$ cat src/rtl/io_bus_pkg.sv
// Shared definitions for the IO bus bridge: FSM states, default timing,
// IO window base and the read-timeout pattern.
package io_bus_pkg;

  typedef enum logic [2:0] {
    StIdle   = 3'd0,
    StSetup  = 3'd1,
    StStrobe = 3'd2,
    StHold   = 3'd3,
    StDone   = 3'd4
  } io_state_e;

  localparam int unsigned DefSetupCycles  = 1;
  localparam int unsigned DefStrobeCycles = 4;
  localparam int unsigned DefHoldCycles   = 1;
  localparam int unsigned DefMaxWait      = 255;

  // Upper half of the HPS lightweight bridge address this slave decodes.
  localparam logic [15:0] IoWindowBase = 16'hFF21;
  // Read data returned when a waited strobe times out.
  localparam logic [15:0] ReadTimeout  = 16'hDEAD;

  // Expand a 2-bit byte enable into a 16-bit data mask.
  function automatic logic [15:0] byte_mask(input logic [1:0] be);
    return {{8{be[1]}}, {8{be[0]}}};
  endfunction

endpackage

$ cat src/rtl/io_bus_timer.sv
// Loadable 4-bit down-counter with zero flag; times the SETUP, STROBE and
// HOLD phases of an IO bus cycle.
module io_bus_timer (
  input  logic       clk,
  input  logic       rst,
  input  logic       load,
  input  logic [3:0] load_value,
  input  logic       dec,
  output logic       zero
);

  logic [3:0] count_q;

  // Load has priority; decrement saturates at zero.
  always_ff @(posedge clk or posedge rst) begin
    if (rst) begin
      count_q <= 4'd0;
    end else if (load) begin
      count_q <= load_value;
    end else if (dec && (count_q != 4'd0)) begin
      count_q <= count_q - 4'd1;
    end
  end

  assign zero = (count_q == 4'd0);

endmodule

$ cat src/rtl/io_bus_bridge.sv
// Avalon-MM slave to timed 16-bit IO bus bridge. Each Avalon access becomes
// a setup / strobe / hold IO cycle; waitrequest holds the CPU until done.
// Optional build macro IO_BRIDGE_WAIT_EN adds the IO_Wait_H strobe
// extension input with a MAX_WAIT cycle timeout.
module io_bus_bridge
  import io_bus_pkg::*;
#(
  parameter int unsigned SETUP_CYCLES  = DefSetupCycles,
  parameter int unsigned STROBE_CYCLES = DefStrobeCycles,
  parameter int unsigned HOLD_CYCLES   = DefHoldCycles
`ifdef IO_BRIDGE_WAIT_EN
  ,
  parameter int unsigned MAX_WAIT      = DefMaxWait
`endif
) (
  input  logic        Clock,
  input  logic        Reset_H,
  input  logic [15:0] avs_address,
  input  logic [1:0]  avs_byteenable,
  input  logic        avs_read,
  input  logic        avs_write,
  input  logic [15:0] avs_writedata,
  output logic [15:0] avs_readdata,
  output logic        avs_waitrequest,
  output logic [15:0] Address,
  output logic        IOSelect_H,
  output logic        ByteSelect_L,
  output logic        LowerByteSelect_L,
  output logic        RW_L,
  output logic [15:0] IO_DataOut,
  output logic        IO_DataOE,
`ifdef IO_BRIDGE_WAIT_EN
  input  logic        IO_Wait_H,
`endif
  input  logic [15:0] IO_DataIn
);

  localparam logic [3:0] SetupLoad  = 4'(SETUP_CYCLES - 1);
  localparam logic [3:0] StrobeLoad = 4'(STROBE_CYCLES - 1);
  localparam logic [3:0] HoldLoad   = 4'(HOLD_CYCLES - 1);

  io_state_e   state_q, state_d;

  logic [15:0] addr_q;
  logic [15:0] wdata_q;
  logic [15:0] rdata_q;
  logic [1:0]  be_q;
  logic        write_q;
  logic        done_q;

  logic        io_sel_q;
  logic        ub_sel_q;
  logic        lb_sel_q;
  logic        rw_q;
  logic        oe_q;

  logic        accept;
  logic        sample;
  logic        timeout;
  logic        tmr_load;
  logic        tmr_dec;
  logic        tmr_zero;
  logic [3:0]  tmr_value;

  logic        bus_active_d;
  logic [1:0]  be_n;
  logic        write_n;

`ifdef IO_BRIDGE_WAIT_EN
  localparam logic [7:0] MaxWait = 8'(MAX_WAIT);
  logic [7:0] ext_q, ext_d;
`endif

  io_bus_timer u_timer (
    .clk        (Clock),
    .rst        (Reset_H),
    .load       (tmr_load),
    .load_value (tmr_value),
    .dec        (tmr_dec),
    .zero       (tmr_zero)
  );

  // State register (and strobe-extension count when enabled).
  always_ff @(posedge Clock or posedge Reset_H) begin
    if (Reset_H) begin
      state_q <= StIdle;
      done_q  <= 1'b0;
`ifdef IO_BRIDGE_WAIT_EN
      ext_q   <= 8'd0;
`endif
    end else begin
      state_q <= state_d;
      done_q  <= (state_d == StDone);
`ifdef IO_BRIDGE_WAIT_EN
      ext_q   <= ext_d;
`endif
    end
  end

  // Next-state logic and phase timer control.
  always_comb begin
    state_d   = state_q;
    accept    = 1'b0;
    sample    = 1'b0;
    timeout   = 1'b0;
    tmr_load  = 1'b0;
    tmr_dec   = 1'b0;
    tmr_value = 4'd0;
`ifdef IO_BRIDGE_WAIT_EN
    ext_d     = 8'd0;
`endif
    unique case (state_q)
      StIdle: begin
        if (avs_read || avs_write) begin
          accept = 1'b1;
          if (avs_byteenable == 2'b00) begin
            // Nothing to transfer: skip the bus cycle entirely.
            state_d = StDone;
          end else begin
            state_d   = StSetup;
            tmr_load  = 1'b1;
            tmr_value = SetupLoad;
          end
        end
      end
      StSetup: begin
        if (tmr_zero) begin
          state_d   = StStrobe;
          tmr_load  = 1'b1;
          tmr_value = StrobeLoad;
        end else begin
          tmr_dec = 1'b1;
        end
      end
      StStrobe: begin
        if (!tmr_zero) begin
          tmr_dec = 1'b1;
        end else begin
`ifdef IO_BRIDGE_WAIT_EN
          if (IO_Wait_H && (ext_q != MaxWait)) begin
            // Device still busy: stretch the strobe by one more cycle.
            ext_d = ext_q + 8'd1;
          end else begin
            if (IO_Wait_H) begin
              timeout = 1'b1;
            end else begin
              sample = 1'b1;
            end
            state_d   = StHold;
            tmr_load  = 1'b1;
            tmr_value = HoldLoad;
          end
`else
          sample    = 1'b1;
          state_d   = StHold;
          tmr_load  = 1'b1;
          tmr_value = HoldLoad;
`endif
        end
      end
      StHold: begin
        if (tmr_zero) begin
          state_d = StDone;
        end else begin
          tmr_dec = 1'b1;
        end
      end
      StDone: begin
        state_d = StIdle;
      end
      default: begin
        state_d = StIdle;
      end
    endcase
  end

  // Values the output registers will see after this edge.
  always_comb begin
    be_n         = accept ? avs_byteenable : be_q;
    write_n      = accept ? avs_write : write_q;
    bus_active_d = (state_d == StSetup) || (state_d == StStrobe) || (state_d == StHold);
  end

  // Latch the request in IDLE; capture read data at the end of the strobe.
  always_ff @(posedge Clock or posedge Reset_H) begin
    if (Reset_H) begin
      addr_q  <= 16'd0;
      wdata_q <= 16'd0;
      rdata_q <= 16'd0;
      be_q    <= 2'b00;
      write_q <= 1'b0;
    end else begin
      if (accept) begin
        addr_q  <= avs_address;
        be_q    <= avs_byteenable;
        write_q <= avs_write;
        if (avs_write) begin
          wdata_q <= avs_writedata;
        end
      end
      if (accept && !avs_write) begin
        rdata_q <= 16'd0;
      end else if (sample && !write_q) begin
        rdata_q <= IO_DataIn & byte_mask(be_q);
      end else if (timeout && !write_q) begin
        rdata_q <= ReadTimeout;
      end
    end
  end

  // Registered bus controls, decoded from the next state so they are glitch free.
  always_ff @(posedge Clock or posedge Reset_H) begin
    if (Reset_H) begin
      io_sel_q <= 1'b0;
      ub_sel_q <= 1'b1;
      lb_sel_q <= 1'b1;
      rw_q     <= 1'b1;
      oe_q     <= 1'b0;
    end else begin
      io_sel_q <= (state_d == StStrobe);
      ub_sel_q <= ~(bus_active_d & be_n[1]);
      lb_sel_q <= ~(bus_active_d & be_n[0]);
      rw_q     <= ~(bus_active_d & write_n);
      oe_q     <= bus_active_d & write_n;
    end
  end

  assign avs_waitrequest   = (avs_read | avs_write) & ~done_q;
  assign avs_readdata      = rdata_q;
  assign Address           = addr_q;
  assign IOSelect_H        = io_sel_q;
  assign ByteSelect_L      = ub_sel_q;
  assign LowerByteSelect_L = lb_sel_q;
  assign RW_L              = rw_q;
  assign IO_DataOut        = wdata_q;
  assign IO_DataOE         = oe_q;

endmodule

$ cat config.mk
export PLATFORM = sky130hd
export DESIGN_NAME = io_bus_bridge
export DESIGN_NICKNAME = d
export VERILOG_FILES = /design/src/rtl/io_bus_pkg.sv /design/src/rtl/io_bus_timer.sv /design/src/rtl/io_bus_bridge.sv
export SDC_FILE = /design/constraint.sdc
export NUM_CORES = 1
export LEC_CHECK = 0
export BUFFER_PORTS_ARGS = -buffer_cell sky130_fd_sc_hd__buf_2
export CAP_MARGIN = 5
export CORE_MARGIN = 2
export CORE_UTILIZATION = 30
export CTS_BUF_LIST = sky130_fd_sc_hd__clkbuf_8
export DETAILED_ROUTE_END_ITERATION = 8
export PLACE_DENSITY = 0.56
export SYNTH_ARGS = -nofsm -noshare
export SYNTH_HDL_FRONTEND = slang
export SYNTH_SLANG_ARGS = --single-unit
$ cat constraint.sdc
create_clock -name Clock -period 3.2 [get_ports Clock]
set_input_delay 0 -clock Clock [delete_from_list [all_inputs] [get_ports Clock]]
set_output_delay 0 -clock Clock [all_outputs]
set_load 0.005 [all_outputs]
== After elaboration in Yosys (flattened, before gate mapping) ==
Index checks and enable logic that the tools add are counted.

* Register bits: 64
* Memories kept: 0
* Bits in read-only memories: 0
* Word-level logic and storage cells: 71
* Output and inout bits: 54
* Bits in latches: 0
* Input port bits: 54
* Memory bits (writable): 0

* Add/subtract/negate cells: 1
* Multipliers: 0
* Div/mod/pow operators: 0
* Shifts and indexed selects: 0
* Order comparisons: 0
* Reduce and logical (&&, ||, !) cells: 17
* Bitwise logic cells: 10
* Mux-type cells: 23
* Equal/unequal tests: 7

{| class="wikitable"
|+ Operators by type and width
! operator !! number
|-
| $mux W16 || 2
|-
| $and A16 B16 Y16 || 1
|-
| $mux W3 || 5
|-
| $eq A3 B2 Y1 const B || 4
|-
| $pmux W3 S4 || 1
|-
| $mux W1 || 9
|-
| $mux W4 || 2
|-
| $eq A3 B1 Y1 const B || 2
|-
| $mux W2 || 3
|-
| $and A1 B1 Y1 || 4
|-
| $logic_not A4 Y1 || 1
|-
| $not A1 Y1 || 4
|-
| $reduce_bool A2 Y1 || 2
|-
| $reduce_bool A4 Y1 || 1
|-
| $sub A4 B1 Y4 const B || 1
|-
| $eq A3 B3 Y1 const B || 1
|-
| $logic_and A1 B1 Y1 || 3
|-
| $logic_not A3 Y1 || 1
|-
| $logic_or A1 B1 Y1 || 3
|-
| $reduce_or A3 Y1 || 1
|-
| $logic_not A1 Y1 || 2
|-
| $logic_not A2 Y1 || 1
|-
| $pmux W1 S2 || 1
|-
| $reduce_and A2 Y1 || 1
|-
| other kinds (2) || 2
|}

== Depth between registers and ports, before layout ==
Gate-level depths: netlist of the first run.

* Depth in word-level cells: 9
* Depth in mapped cells: 7
* Depth with buffers taken out: 6

== Modules after synthesis ==
A second synthesis of the first run with hierarchy kept.

* Cell total of the unflattened synthesis: 227
* Area, all modules: 2914.0 um2

{| class="wikitable"
|+ By module, submodules not included
! module !! seq. area each (um2) !! times used !! cells an instance !! area each (um2)
|-
| io_bus_bridge || 1505.2 || 1 || 199 || 2652.5
|-
| io_bus_timer || 100.1 || 1 || 28 || 261.5
|}

== Worst setup path before layout of the first run ==
Ideal clock, no wire load.

* Kind: register to register
* From: reg u_timer.count_q[0]
* To: reg rdata_q[0], in the netlist avs_readdata[0]
* Path slack: 1.382 ns
* Setup time: 0.121 ns
* Arrival time: 1.697 ns
* Path buffers: 1
* Clock period less this slack: 1.818 ns
* Required time: 3.079 ns
* Stages on the path, launching flop included: 8
* Cells stage by stage: dfrtp_1 -> inv_1 -> ha_1 -> or3b_4 -> nor4b_4 -> a21oi_2 -> buf_6 -> a22o_1

* Word-level cells in the longest chain between the ends: 5

{| class="wikitable"
|+ Ends and longest elaborated chain
! element !! RTL line !! source
|-
| from (decl) || io_bus_timer.sv:12 || <nowiki>logic [3:0] count_q;</nowiki>
|-
| from (signal assigned) || io_bus_timer.sv:19 || <nowiki>count_q <= load_value;</nowiki>
|-
| from (signal assigned) || io_bus_timer.sv:21 || <nowiki>count_q <= count_q - 4'd1;</nowiki>
|-
| $logic_not A4 Y1 || io_bus_timer.sv:25 || <nowiki>assign zero = (count_q == 4'd0);</nowiki>
|-
| $mux W1 || io_bus_bridge.sv:136 || <nowiki>if (!tmr_zero) begin</nowiki>
|-
| $mux W1 || io_bus_bridge.sv:112 || <nowiki>unique case (state_q)</nowiki>
|-
| $logic_and A1 B1 Y1 || io_bus_bridge.sv:203 || <nowiki>end else if (sample && !write_q) begin</nowiki>
|-
| $reduce_bool A2 Y1 (no line) || n/a ||
|-
| to (signal assigned) || io_bus_bridge.sv:204 || <nowiki>rdata_q <= IO_DataIn & byte_mask(be_q);</nowiki>
|-
| to (signal assigned) || io_bus_bridge.sv:206 || <nowiki>rdata_q <= ReadTimeout;</nowiki>
|-
| to (decl) || io_bus_bridge.sv:46 || <nowiki>logic [15:0] rdata_q;</nowiki>
|}

Every way passes these cells.
A chain may end at the register's enable or synchronous reset.

== Final worst setup path of the first run ==
* From: reg state_q[2]
* To: reg wdata_q[2], in the netlist IO_DataOut[2]

* Word-level cells in the longest chain between the ends: 3

{| class="wikitable"
|+ Ends and longest elaborated chain
! element !! RTL line !! source
|-
| from (decl) || io_bus_bridge.sv:42 || <nowiki>io_state_e state_q, state_d;</nowiki>
|-
| from (signal assigned) || io_bus_bridge.sv:86 || <nowiki>state_q <= StIdle;</nowiki>
|-
| from (signal assigned) || io_bus_bridge.sv:92 || <nowiki>state_q <= state_d;</nowiki>
|-
| $logic_not A3 Y1 || io_bus_bridge.sv:112 ||
|-
| $mux W1 || io_bus_bridge.sv:112 ||
|-
| $reduce_and A2 Y1 (no line) || n/a ||
|-
| to (signal assigned) || io_bus_bridge.sv:198 || <nowiki>wdata_q <= avs_writedata;</nowiki>
|-
| to (decl) || io_bus_bridge.sv:45 || <nowiki>logic [15:0] wdata_q;</nowiki>
|}

Every way passes these cells.

==> reports/qor.yml, run 1 <==
power_and_ir_drop:
  internal_power_mw: 2.27
  p_seq_share_pct: 40.5
  p_switching_mw: 1.14
  power_frac_clock_pct: 21.8
  vdd_drop_max_uv: 389
  p_comb_share_pct: 37.7
  power_density_mw_per_mm2: 874
  leakage_nw: 2.02
  swShare_pct: 33.4
worst_setup_path:
  worstSetupStartpointType: "register"
  ff2ff_setup_slack_ps: 1220
  cp-startpoint: "state_q[2]"
  cp_max_fo: 17
  critPathKind: "register to register"
  cp.required_ps: 3420
  reg2reg_from: "state_q[2]"
  worst_r2r_endpoint: "IO_DataOut[2]"
  critPathArrivalTime_ps: 2200
  cp-end-kind: "register"
  reg2reg_depth: 3
global_routing:
  grt_pass1_vias: 2135
  grt_usage_pct: 14.3
  overflow: 0
  grt_max_degree: 43
  antenna_found_initial: 0
  grt_pass1_wl_um: 9980
yosys:
  syn_avg_cell_area_um2: 11.8
  synth_area_leaders: "dfrtp_1 (60%), nand2_1 (8.4%), mux2_2 (7.5%)"
  yosysMostFrequentCell: "dfrtp_1"
  synth_seq_cells: 64
  yosys.area.top_type: "dfrtp_1"
  synth_cell_types: 33
  synth.yosys.seq_area_share_pct: 62.9
  synthesis.instances: 216
  syn-cell-area_mm2: 0.00255
  synth_commonest_cells: "dfrtp_1 (61), nand2_1 (57), mux2_2 (17)"
  synthFlopType: "dfrtp_1"
  synth_warnings: 0
  postSynthNetCount: 272
  synth_top_cell_area_share_pct: 59.8
  async_reset_ff_share_pct: 100
  synth_edf_count: 0
routing:
  avgRoutedWirePerCell_um: 13.2
  route.detailed.drc: 0
  vias: 2131
  postRouteAntennaNets: 0
  viasPerCell: 4.38
  wl_um: 6410
  drt_first_pass_iters: 4
  dr.first_iter.drc_count: 31
cts:
  clock_path_buffers: 2
  cts_tree: "built"
  clk_pin_slew_ps: 70
  cts.hold.buffers_added: 51
  insertion_delay_ps: 330
  post_cts_buffers: 0
  cts_resized: 0
  htree_levels: 3
  cts.sinks: 64
  cts_root_buf: "clkbuf_8"
  numCtsBuffers: 9
sta:
  drv_slew: 0
  rsz0062_at_grt: "false"
  tightestPinTransition_ps: 741
  holdWs_ps: 107
  min_period_over_period_pct: 62.0
  maxSlewHeadroom_pct: 50.6
  tns_ps: 0
  setup_viol: 0
  fmax_mhz: 504
  hold_viol: 0
  clock_skew_ps: 3.97
  finalWorstSetupSlack_ps: 1220
  period_minus_slack_ps: 1980
floorplan:
  die_w_um: 96.2
  io_pins: 108
  rows: 33
  start_util_pct: 31.1
  die-area_mm2: 0.00926
  die_y_um: 96.2
  core_area_mm2: 0.00822
finish:
  nFillCells: 763
  area_growth_pct: 52.9
  drive_above_1_share_pct: 39.0
  multiInputGateArea_um2: 871
  nNetsFinal: 433
  regArea_mm2: 0.00161
  diodes: 0
placed_design:
  portBuffers: 107
  pre_cts_slack_ps: 1180
  gp_congestion: 0.795
  dp_hpwl_um: 4170
hold_path:
  min_to: "write_q"
  min_path_cells: 3
  min_from: "avs_read"
  hp-class: "input pin to register"
status:
  outcome: "finished, final reports clean"
run:
  maxCapViolations: 0
## power groups by stage
stage / logic [mW] / registers, mW / clock network [mW]
floorplan: 0.782 / 1.38 / 0
global placement: 1.23 / 1.39 / 0
detailed placement: 1.26 / 1.39 / 0
CTS: 1.31 / 1.38 / 0.771
global route: 1.47 / 1.43 / 0.813
finish: 1.29 / 1.38 / 0.743
## area by class of cell
cell class              instances  share of cell area, %
flip-flops and latches         64                   41.1
repair buffers                161                   27.4
multi-input cells             137                   22.3
well taps                     105                   3.37
clock buffers                   9                   3.17
clock inverters                 7                   2.24
inverters                       4                  0.385
## through the flow
| step | cells | cell area (µm²) | total power, mW | utilization, % |
|---|---|---|---|---|
| after floorplan | 216 | 2550 | 2.16 | - |
| after global placement | 420 | 3180 | 2.62 | 38.7 |
| after detailed placement | 420 | 3180 | 2.66 | 38.7 |
| after CTS | 487 | 3900 | 3.47 | 47.5 |
| after global routing | 487 | 3900 | 3.71 | 47.5 |
| final | 487 | 3900 | 3.41 | 47.5 |
## layer usage
| layer | track usage (%) | vias up | wire [µm] |
|---|---|---|---|
| met5 | 0 | - | 0 |
| met4 | 4.64 | 0 | 70 |
| met3 | 4.54 | 8 | 453 |
| met2 | 23.7 | 78 | 3030 |
| met1 | 17.7 | 1003 | 2860 |
| li1 | - | 1042 | - |
## kinds of logic (layout without fill, tap and decap cells)
logic type / Yosys count / after routing / share of synthesized area, %
xor gates and xnor gates: 5 / 5 / 1.72
adders and majority gates: 2 / 2 / 0.980
muxes: 17 / 17 / 7.50
buffers and inverters: 15 / 181 / 2.99
DFF: 64 / 64 / 62.9
AOI/OAI and AO/OA: 30 / 30 / 9.26
and+or+nand+nor: 83 / 83 / 14.7
## how the worst max path moves through the flow
stage / endpoint / slack [ps] / depth (start not counted)
floorplan: avs_readdata[0] / 1380 / 7
global placement: IO_DataOut[11] / 1250 / 3
detailed placement: IO_DataOut[2] / 1180 / 3
CTS: IO_DataOut[0] / 1190 / 3
global route: u_timer.count_q[0] / 990 / 6
finish: IO_DataOut[2] / 1220 / 3
## state kept, by name, indices dropped and copies added (netlist names)
signal / cells
Address: 16
IO_DataOut: 16
avs_readdata: 16
u_timer.count_q: 4
state_q: 3
be_q: 2
ByteSelect_L: 1
IOSelect_H: 1
IO_DataOE: 1
LowerByteSelect_L: 1
RW_L: 1
done_q: 1
write_q: 1
## critical path: stages (launching register included)
cell     delay, ps
dfrtp_1        490
nor3_1         300
and2_1         650
mux2_2         420
## cell usage in the layout (no fill, tap or decap), types with 2 or more instances in the layout
cell type	synthesis	layout
dfstp_2	3	3
clkinv_2	0	3
dlygate4sd3_1	0	51
buf_4	1	3
ha_1	2	2
nor2b_1	3	3
dfrtp_1	61	61
mux2_2	17	17
and2_1	3	3
nor3b_1	2	2
xnor2_1	4	4
buf_2	7	107
a22o_1	16	16
inv_1	4	4
a21o_1	3	3
bufinv_16	0	2
nand2_1	57	57
or3_1	2	2
nor3_1	2	2
nor2_1	10	10
o21ai_0	4	3
clkbuf_8	0	9
Note: power is estimated with default switching activity, not from simulation.
==> inputs of run 2 (changes only) <==
--- a/config.mk
+++ b/config.mk
@@ -5,13 +5,14 @@
 export SDC_FILE = /design/constraint.sdc
 export NUM_CORES = 1
 export LEC_CHECK = 0
+export ABC_AREA = 1
 export BUFFER_PORTS_ARGS = -buffer_cell sky130_fd_sc_hd__buf_2
 export CAP_MARGIN = 5
 export CORE_MARGIN = 2
 export CORE_UTILIZATION = 30
 export CTS_BUF_LIST = sky130_fd_sc_hd__clkbuf_8
 export DETAILED_ROUTE_END_ITERATION = 8
-export PLACE_DENSITY = 0.56
+export PLACE_DENSITY = 0.57
 export SYNTH_ARGS = -nofsm -noshare
 export SYNTH_HDL_FRONTEND = slang
 export SYNTH_SLANG_ARGS = --single-unit
==> constraint.sdc (replaced) <==
create_clock -name Clock -period 1.7 [get_ports Clock]
set_input_delay 0 -clock Clock [delete_from_list [all_inputs] [get_ports Clock]]
set_output_delay 0 -clock Clock [all_outputs]
set_load 0.005 [all_outputs]
==> reports/qor.yml, run 2 <==
status:
  outcome: "finished, final reports clean"
cts:
  clk_pin_slew_ps: 70  # about the same
  htree_levels: 3  # unchanged
  cts.sinks: 64  # unchanged
  cts_root_buf: "clkbuf_8"
  cts_tree: "built"
  clock_path_buffers: 2  # unchanged
  cts_resized: 0  # unchanged
  numCtsBuffers: 9  # unchanged
  insertion_delay_ps: 350  # +20 ps
worst_setup_path:
  cp_max_fo: 24  # +7
  critPathKind: "register to register"
  cp-end-kind: "register"
  worstSetupStartpointType: "register"
  cp.required_ps: 1940  # -1480 ps
  critPathArrivalTime_ps: 1720  # -480 ps
finish:
  diodes: 0  # unchanged
  layout_commonest_cell: "nand2_1"
  drive_above_1_share_pct: 28.6  # -10 points
  area_growth_pct: 47.1
  layout.cells.most_common_list: "nand2_1 (142), buf_2 (107), dfrtp_1 (61)"
  final_util_pct: 44.8  # -2.7 points
  nNetsFinal: 565  # +30%
sta:
  rsz0062_at_grt: "false"
  min_period_over_period_pct: 87.4  # +25 points
  tns_ps: 0  # unchanged
  setup_viol: 0  # unchanged
  tightestPinTransition_ps: 345  # -396 ps
  clock_skew_ps: 7.12  # +3.15 ps
  drv_slew: 0  # unchanged
  fmax_mhz: 673  # +33%
  period_minus_slack_ps: 1490  # -497 ps
  hold_viol: 0  # unchanged
  maxSlewHeadroom_pct: 76.8  # +26 points
global_routing:
  grt_max_degree: 65  # +51%
  grt_pass1_wl_um: 12900  # +29%
  grt_usage_pct: 15.7  # +1.4 points
  grt_pass1_vias: 2774  # +30%
  antenna_found_initial: 0  # unchanged
  overflow: 0  # unchanged
yosys:
  synth_warnings: 0  # unchanged
  postSynthNetCount: 404  # +49%
  synth_edf_count: 0  # unchanged
  yosysMostFrequentCell: "nand2_1"
  synth_seq_cells: 64  # unchanged
  synthFlopType: "dfrtp_1"
  synth_top_cell_area_share_pct: 52.0  # -7.8 points
  synth_area_leaders: "dfrtp_1 (52%), nand2_1 (18%), nand3_1 (7.2%)"
  synth.yosys.seq_area_share_pct: 54.7  # -8.2 points
  synth_commonest_cells: "nand2_1 (142), dfrtp_1 (61), nand3_1 (42)"
  yosys.area.top_type: "dfrtp_1"
  synth_cell_types: 26  # -21%
  syn_avg_cell_area_um2: 8.43  # -29%
  syn-cell-area_mm2: 0.00294  # +15%
  async_reset_ff_share_pct: 100  # unchanged
  synthesis.instances: 348  # +61%
power_and_ir_drop:
  vdd_drop_max_uv: 603  # +55%
  p_seq_share_pct: 41.1  # +0.6 points
  p_switching_mw: 2.44  # +110%
  internal_power_mw: 4.16  # +83%
  p_comb_share_pct: 39.1  # +1.4 points
  power_frac_clock_pct: 19.8  # -2.0 points
  swShare_pct: 37.0  # +3.5 points
  leakage_nw: 2.52  # +25%
  power_density_mw_per_mm2: 1530  # +75%
floorplan:
  io_pins: 108  # unchanged
  die-area_mm2: 0.0106  # +14%
  start_util_pct: 30.5  # -0.61 points
  die_y_um: 103  # +6.9%
  rows: 36  # +9.1%
  die_w_um: 103  # +6.9%
  core_area_mm2: 0.00964  # +17%
run:
  maxCapViolations: 0  # unchanged
placed_design:
  portBuffers: 107  # unchanged
  gp_congestion: 0.856  # +7.7%
  dp_hpwl_um: 5010  # +20%
routing:
  avgRoutedWirePerCell_um: 11.9  # -9.5%
  route.detailed.drc: 0  # unchanged
  postRouteAntennaNets: 0  # unchanged
  drt_first_pass_iters: 4  # unchanged
  wl_um: 7700  # +20%
  viasPerCell: 4.35  # -0.60%
  dr.first_iter.drc_count: 88  # +180%
  vias: 2814  # +32%
hold_path:
  hp-class: "input pin to register"
[run 2: changes by cell type after synthesis, sizes merged, moves of 4 or more]
cell	previous run	this run
nor2	10	14
a22o	16	0
inv	4	33
nand3	0	43
xnor2	4	0
mux2	17	0
nand4	0	19
nand2	57	146
[run 2: what timing repair did]
item | in CTS | in global routing
hold buffers | 51 | 0
endpoints found under the hold margin | 114 | 0
setup endpoints to repair | 0 | 8
setup buffers | 0 | 1
[run 2: critical path, stage by stage (launching register included)]
cell,delay [ps]
dfrtp_1,460
nor2_4,190
nand3_4,160
inv_4,240
nand2_4,170
nand2_1,100
nand2_1,50
[run 2: cell families after synthesis]
kind of cell    after synthesis  synth area share [%]
simple gates                223                  34.7
flops                        64                  54.7
buf+inv                      51                  8.10
compound gates                8                  1.71
fa+ha+maj                     2                 0.852
[run 2: final cells by class]
| class | count | area, µm² |
|---|---|---|
| Fill cell | 979 | 5320 |
| Sequential cell | 64 | 1610 |
| Timing Repair Buffer | 167 | 1130 |
| Multi-Input combinational cell | 233 | 1090 |
| Tap cell | 133 | 166 |
| Clock buffer | 11 | 151 |
| Inverter | 34 | 130 |
| Clock inverter | 5 | 47.5 |
[run 2: path summary, 6_finish.rpt]
path / slack (ps) / depth (start not counted) / endpoint / start
min: 20 / 4 / write_q / avs_read
min in group asynchronous: 270 / 4 / Address[6] / Reset_H
min reg2reg: 470 / 2 / IO_DataOut[12] / IO_DataOut[12]
max: 210 / 6 / IO_DataOut[14] / state_q[0]
max reg2reg: 210 / 6 / IO_DataOut[14] / state_q[0]
max in group asynchronous: 1110 / 4 / LowerByteSelect_L / Reset_H
[run 2: through the flow]
step | cells | hold slack, ps | power, mW | setup slack (ps) | instance area (µm²)
final | 647 | 23.1 | 6.60 | 214 | 4320
after floorplan | 348 | 110 | 4.21 | 107 | 2940
after global routing | 647 | 68.7 | 7.23 | 26.2 | 4320
after global placement | 579 | 107 | 5.20 | 157 | 3600
after CTS | 646 | 5.49 | 6.68 | 132 | 4310
after detailed placement | 579 | 108 | 5.24 | 153 | 3600
[run 2: power groups by stage]
stage,combinational (mW),clock [mW],sequential (mW)
after floorplan,1.50,0,2.71
after global placement,2.48,0,2.72
after detailed placement,2.52,0,2.72
after CTS,2.60,1.36,2.71
after global routing,3.00,1.43,2.81
final,2.58,1.31,2.71
[run 2: metal layers]
metal / global-route usage (%) / share of wire [%]
met3: 3.93 / 5.5
met4: 6.07 / 1.8
met2: 26.2 / 49
met5: 0 / 0
met1: 19.6 / 44
==> inputs of run 3 (changes only) <==
--- a/config.mk
+++ b/config.mk
@@ -9,10 +9,12 @@
 export BUFFER_PORTS_ARGS = -buffer_cell sky130_fd_sc_hd__buf_2
 export CAP_MARGIN = 5
 export CORE_MARGIN = 2
-export CORE_UTILIZATION = 30
+export CORE_UTILIZATION = 35
 export CTS_BUF_LIST = sky130_fd_sc_hd__clkbuf_8
 export DETAILED_ROUTE_END_ITERATION = 8
-export PLACE_DENSITY = 0.57
+export HOLD_SLACK_MARGIN = 0.05
+export PLACE_DENSITY = 0.64
 export SYNTH_ARGS = -nofsm -noshare
 export SYNTH_HDL_FRONTEND = slang
+export SYNTH_HIERARCHICAL = 1
 export SYNTH_SLANG_ARGS = --single-unit
==> reports/qor.yml, run 3 <==
yosys:
  syn-cell-area_mm2: 0.00292  # -0.68%
  syn_avg_cell_area_um2: 8.65  # +2.6%
  synth_top_cell_area_share_pct: 52.4  # +0.36 points
  synth.yosys.seq_area_share_pct: 55.1  # +0.38 points
  synth_seq_cells: 64  # unchanged
  async_reset_ff_share_pct: 100  # unchanged
  synthesis.instances: 337  # -3.2%
  synth_cell_types: 24  # -7.7%
  synth_area_leaders: "dfrtp_1 (52%), nand2_1 (19%), nand3_1 (6.9%)"
  synth_warnings: 6  # +6
  synthFlopType: "dfrtp_1"
  yosysMostFrequentCell: "nand2_1"
  synth_commonest_cells: "nand2_1 (151), dfrtp_1 (61), nand3_1 (40)"
  yosys.area.top_type: "dfrtp_1"
  synth_edf_count: 0  # unchanged
routing:
  drt_first_pass_iters: 4  # unchanged
  route.detailed.drc: 0  # unchanged
  avgRoutedWirePerCell_um: 12.3  # +3.6%
  vias: 2751  # -2.2%
  wl_um: 7580  # -1.6%
  postRouteAntennaNets: 0  # unchanged
  viasPerCell: 4.47  # +2.8%
  dr.first_iter.drc_count: 123  # +40%
status:
  outcome: "finished, final reports clean"
placed_design:
  dp_hpwl_um: 5120  # +2.3%
  gp_congestion: 0.805  # -6.0%
  placedCellCount: 548  # -5.4%
  portBuffers: 107  # unchanged
  pre_cts_slack_ps: -48.5  # -202 ps
global_routing:
  use_met1_pct: 19.1  # -0.52 points
  grt_util_met3_pct: 4.98  # +1.0 points
  overflow: 0  # unchanged
  grt_pass1_wl_um: 12200  # -5.2%
  antenna_found_initial: 0  # unchanged
  grt-busiest-layer: "met2"
  grt_max_degree: 34  # -48%
  grt_pass1_vias: 2764  # -0.36%
  grt_usage_pct: 17.3  # +1.6 points
  use_met2_pct: 31.7  # +5.5 points
cts:
  clk_pin_slew_ps: 70  # about the same
  insertion_delay_ps: 340  # about the same
  htree_levels: 3  # unchanged
  cts_root_buf: "clkbuf_8"
  numCtsBuffers: 9  # unchanged
  clock_path_buffers: 2  # unchanged
  cts_tree: "built"
  cts.sinks: 64  # unchanged
sta:
  drv_slew: 0  # unchanged
  fmax_mhz: 618  # -8.1%
  period_minus_slack_ps: 1620  # +132 ps
  rsz0062_at_grt: "false"
  tightestPinTransition_ps: 532  # +187 ps
  min_period_over_period_pct: 95.1  # +7.7 points
  maxSlewHeadroom_pct: 64.5  # -12 points
  clock_skew_ps: 8.51  # +1.39 ps
  holdWs_ps: 112  # +88.5 ps
  hold_viol: 0  # unchanged
  setup_viol: 0  # unchanged
  finalWorstSetupSlack_ps: 82.7  # -132 ps
finish:
  drive_above_1_share_pct: 32.0  # +3.4 points
  fin_cells: 615  # -4.9%
  layout.cells.most_common_list: "nand2_1 (149), buf_2 (107), dfrtp_1 (61)"
  diodes: 0  # unchanged
  layout_commonest_cell: "nand2_1"
  area_growth_pct: 48.9
  final_util_pct: 53.4  # +8.6 points
  nNetsFinal: 561  # -0.71%
worst_setup_path:
  worstSetupStartpointType: "register"
  cp-end-kind: "register"
  cp.required_ps: 1970  # +30 ps
  critPathKind: "register to register"
  cp_max_fo: 7  # -71%
  critPathArrivalTime_ps: 1890  # +170 ps
hold_path:
  hp-class: "input pin to async pin"
power_and_ir_drop:
  total_power_mw: 6.74  # +2.0%
  leakage_nw: 2.44  # -3.0%
  power_density_mw_per_mm2: 1550  # +1.5%
  vdd_drop_max_uv: 728  # +21%
floorplan:
  die_w_um: 95.3  # -7.4%
  start_util_pct: 35.8  # +5.4 points
  io_pins: 108  # unchanged
  core_area_mm2: 0.00813  # -16%
  die-area_mm2: 0.00908  # -14%
  die_y_um: 95.3  # -7.4%
  rows: 33  # -8.3%
run:
  maxCapViolations: 0  # unchanged
run 3: cell types whose count changed after synthesis, sizes merged, moves of 2 or more:
cell | previous run | this run
nand3 | 43 | 40
o21ai | 5 | 3
nor2 | 14 | 16
clkbuf | 4 | 0
nand3b | 1 | 18
inv | 33 | 18
nand4 | 19 | 2
nand2 | 146 | 157
a21oi | 2 | 0
run 3: final timing paths:
| kind | from | to | slack, ps | cells past startpoint |
|---|---|---|---|---|
| worst max-delay path | u_timer/count_q[1] | u_timer/count_q[3] | 80 | 13 |
| worst min-delay path | Reset_H | u_timer/count_q[0] | 110 | 3 |
| max in group asynchronous | Reset_H | Address[4] | 860 | 4 |
| worst max register to register | u_timer/count_q[1] | u_timer/count_q[3] | 80 | 13 |
| worst min register to register | IO_DataOut[4] | IO_DataOut[4] | 470 | 2 |
| min in group Clock | avs_write | IO_DataOut[11] | 160 | 4 |
run 3: repair_timing:
item                                   CTS  global route
gates resized for setup                  2             9
setup buffers                            0             1
endpoints found under the hold margin   75             0
hold buffers                            51             0
setup endpoints to repair                4             7
pin swaps                                0             2
run 3: layout make-up:
type / count / area, µm²
Timing Repair Buffer: 171 / 1170
Tap cell: 105 / 131
Multi-Input combinational cell: 240 / 1150
Clock buffer: 9 / 124
Sequential cell: 64 / 1610
Clock inverter: 6 / 77.6
Inverter: 20 / 82.6
Fill cell: 747 / 3790
run 3: per-layer routing:
layer  routed length (µm)  share of wire, %  up-vias
met2                 3720                49       89
met5                    0                 0        -
li1                     -                 -     1391
met4                   46              0.61        0
met3                  535               7.1        5
met1                 3280                43     1266
run 3: kinds of logic after synthesis:
kind of cell	Yosys count	share of synthesized area (%)
AOI/OAI and AO/OA	4	0.772
adders and majority gates	1	0.429
buffers and inverters	34	6.82
DFF	64	55.1
other	1	0.129
and+or+nand+nor	233	36.8
run 3: stage by stage:
step | setup TNS (ps) | instance area [µm²]
finish | 0 | 4340
global route | 0 | 4340
CTS | 0 | 4310
detailed placement | -122 | 3590
global placement | 0 | 3590
floorplan | 0 | 2920
run 3: power breakdown:
group          total, mW  internal [mW]  switching, mW
combinational       2.85           1.21           1.64
clock               1.37          0.802          0.568
sequential          2.52           2.13          0.390
run 3: critical path, cell delays in order (launching register included):
cell,delay (ps)
dfrtp_1,390
inv_2,60
ha_4,170
nand2_4,90
inv_4,50
nand2_2,60
inv_1,60
nand2_2,90
nand3_4,110
buf_4,160
buf_4,120
nor2_2,90
nand2_1,50
nand2_1,50
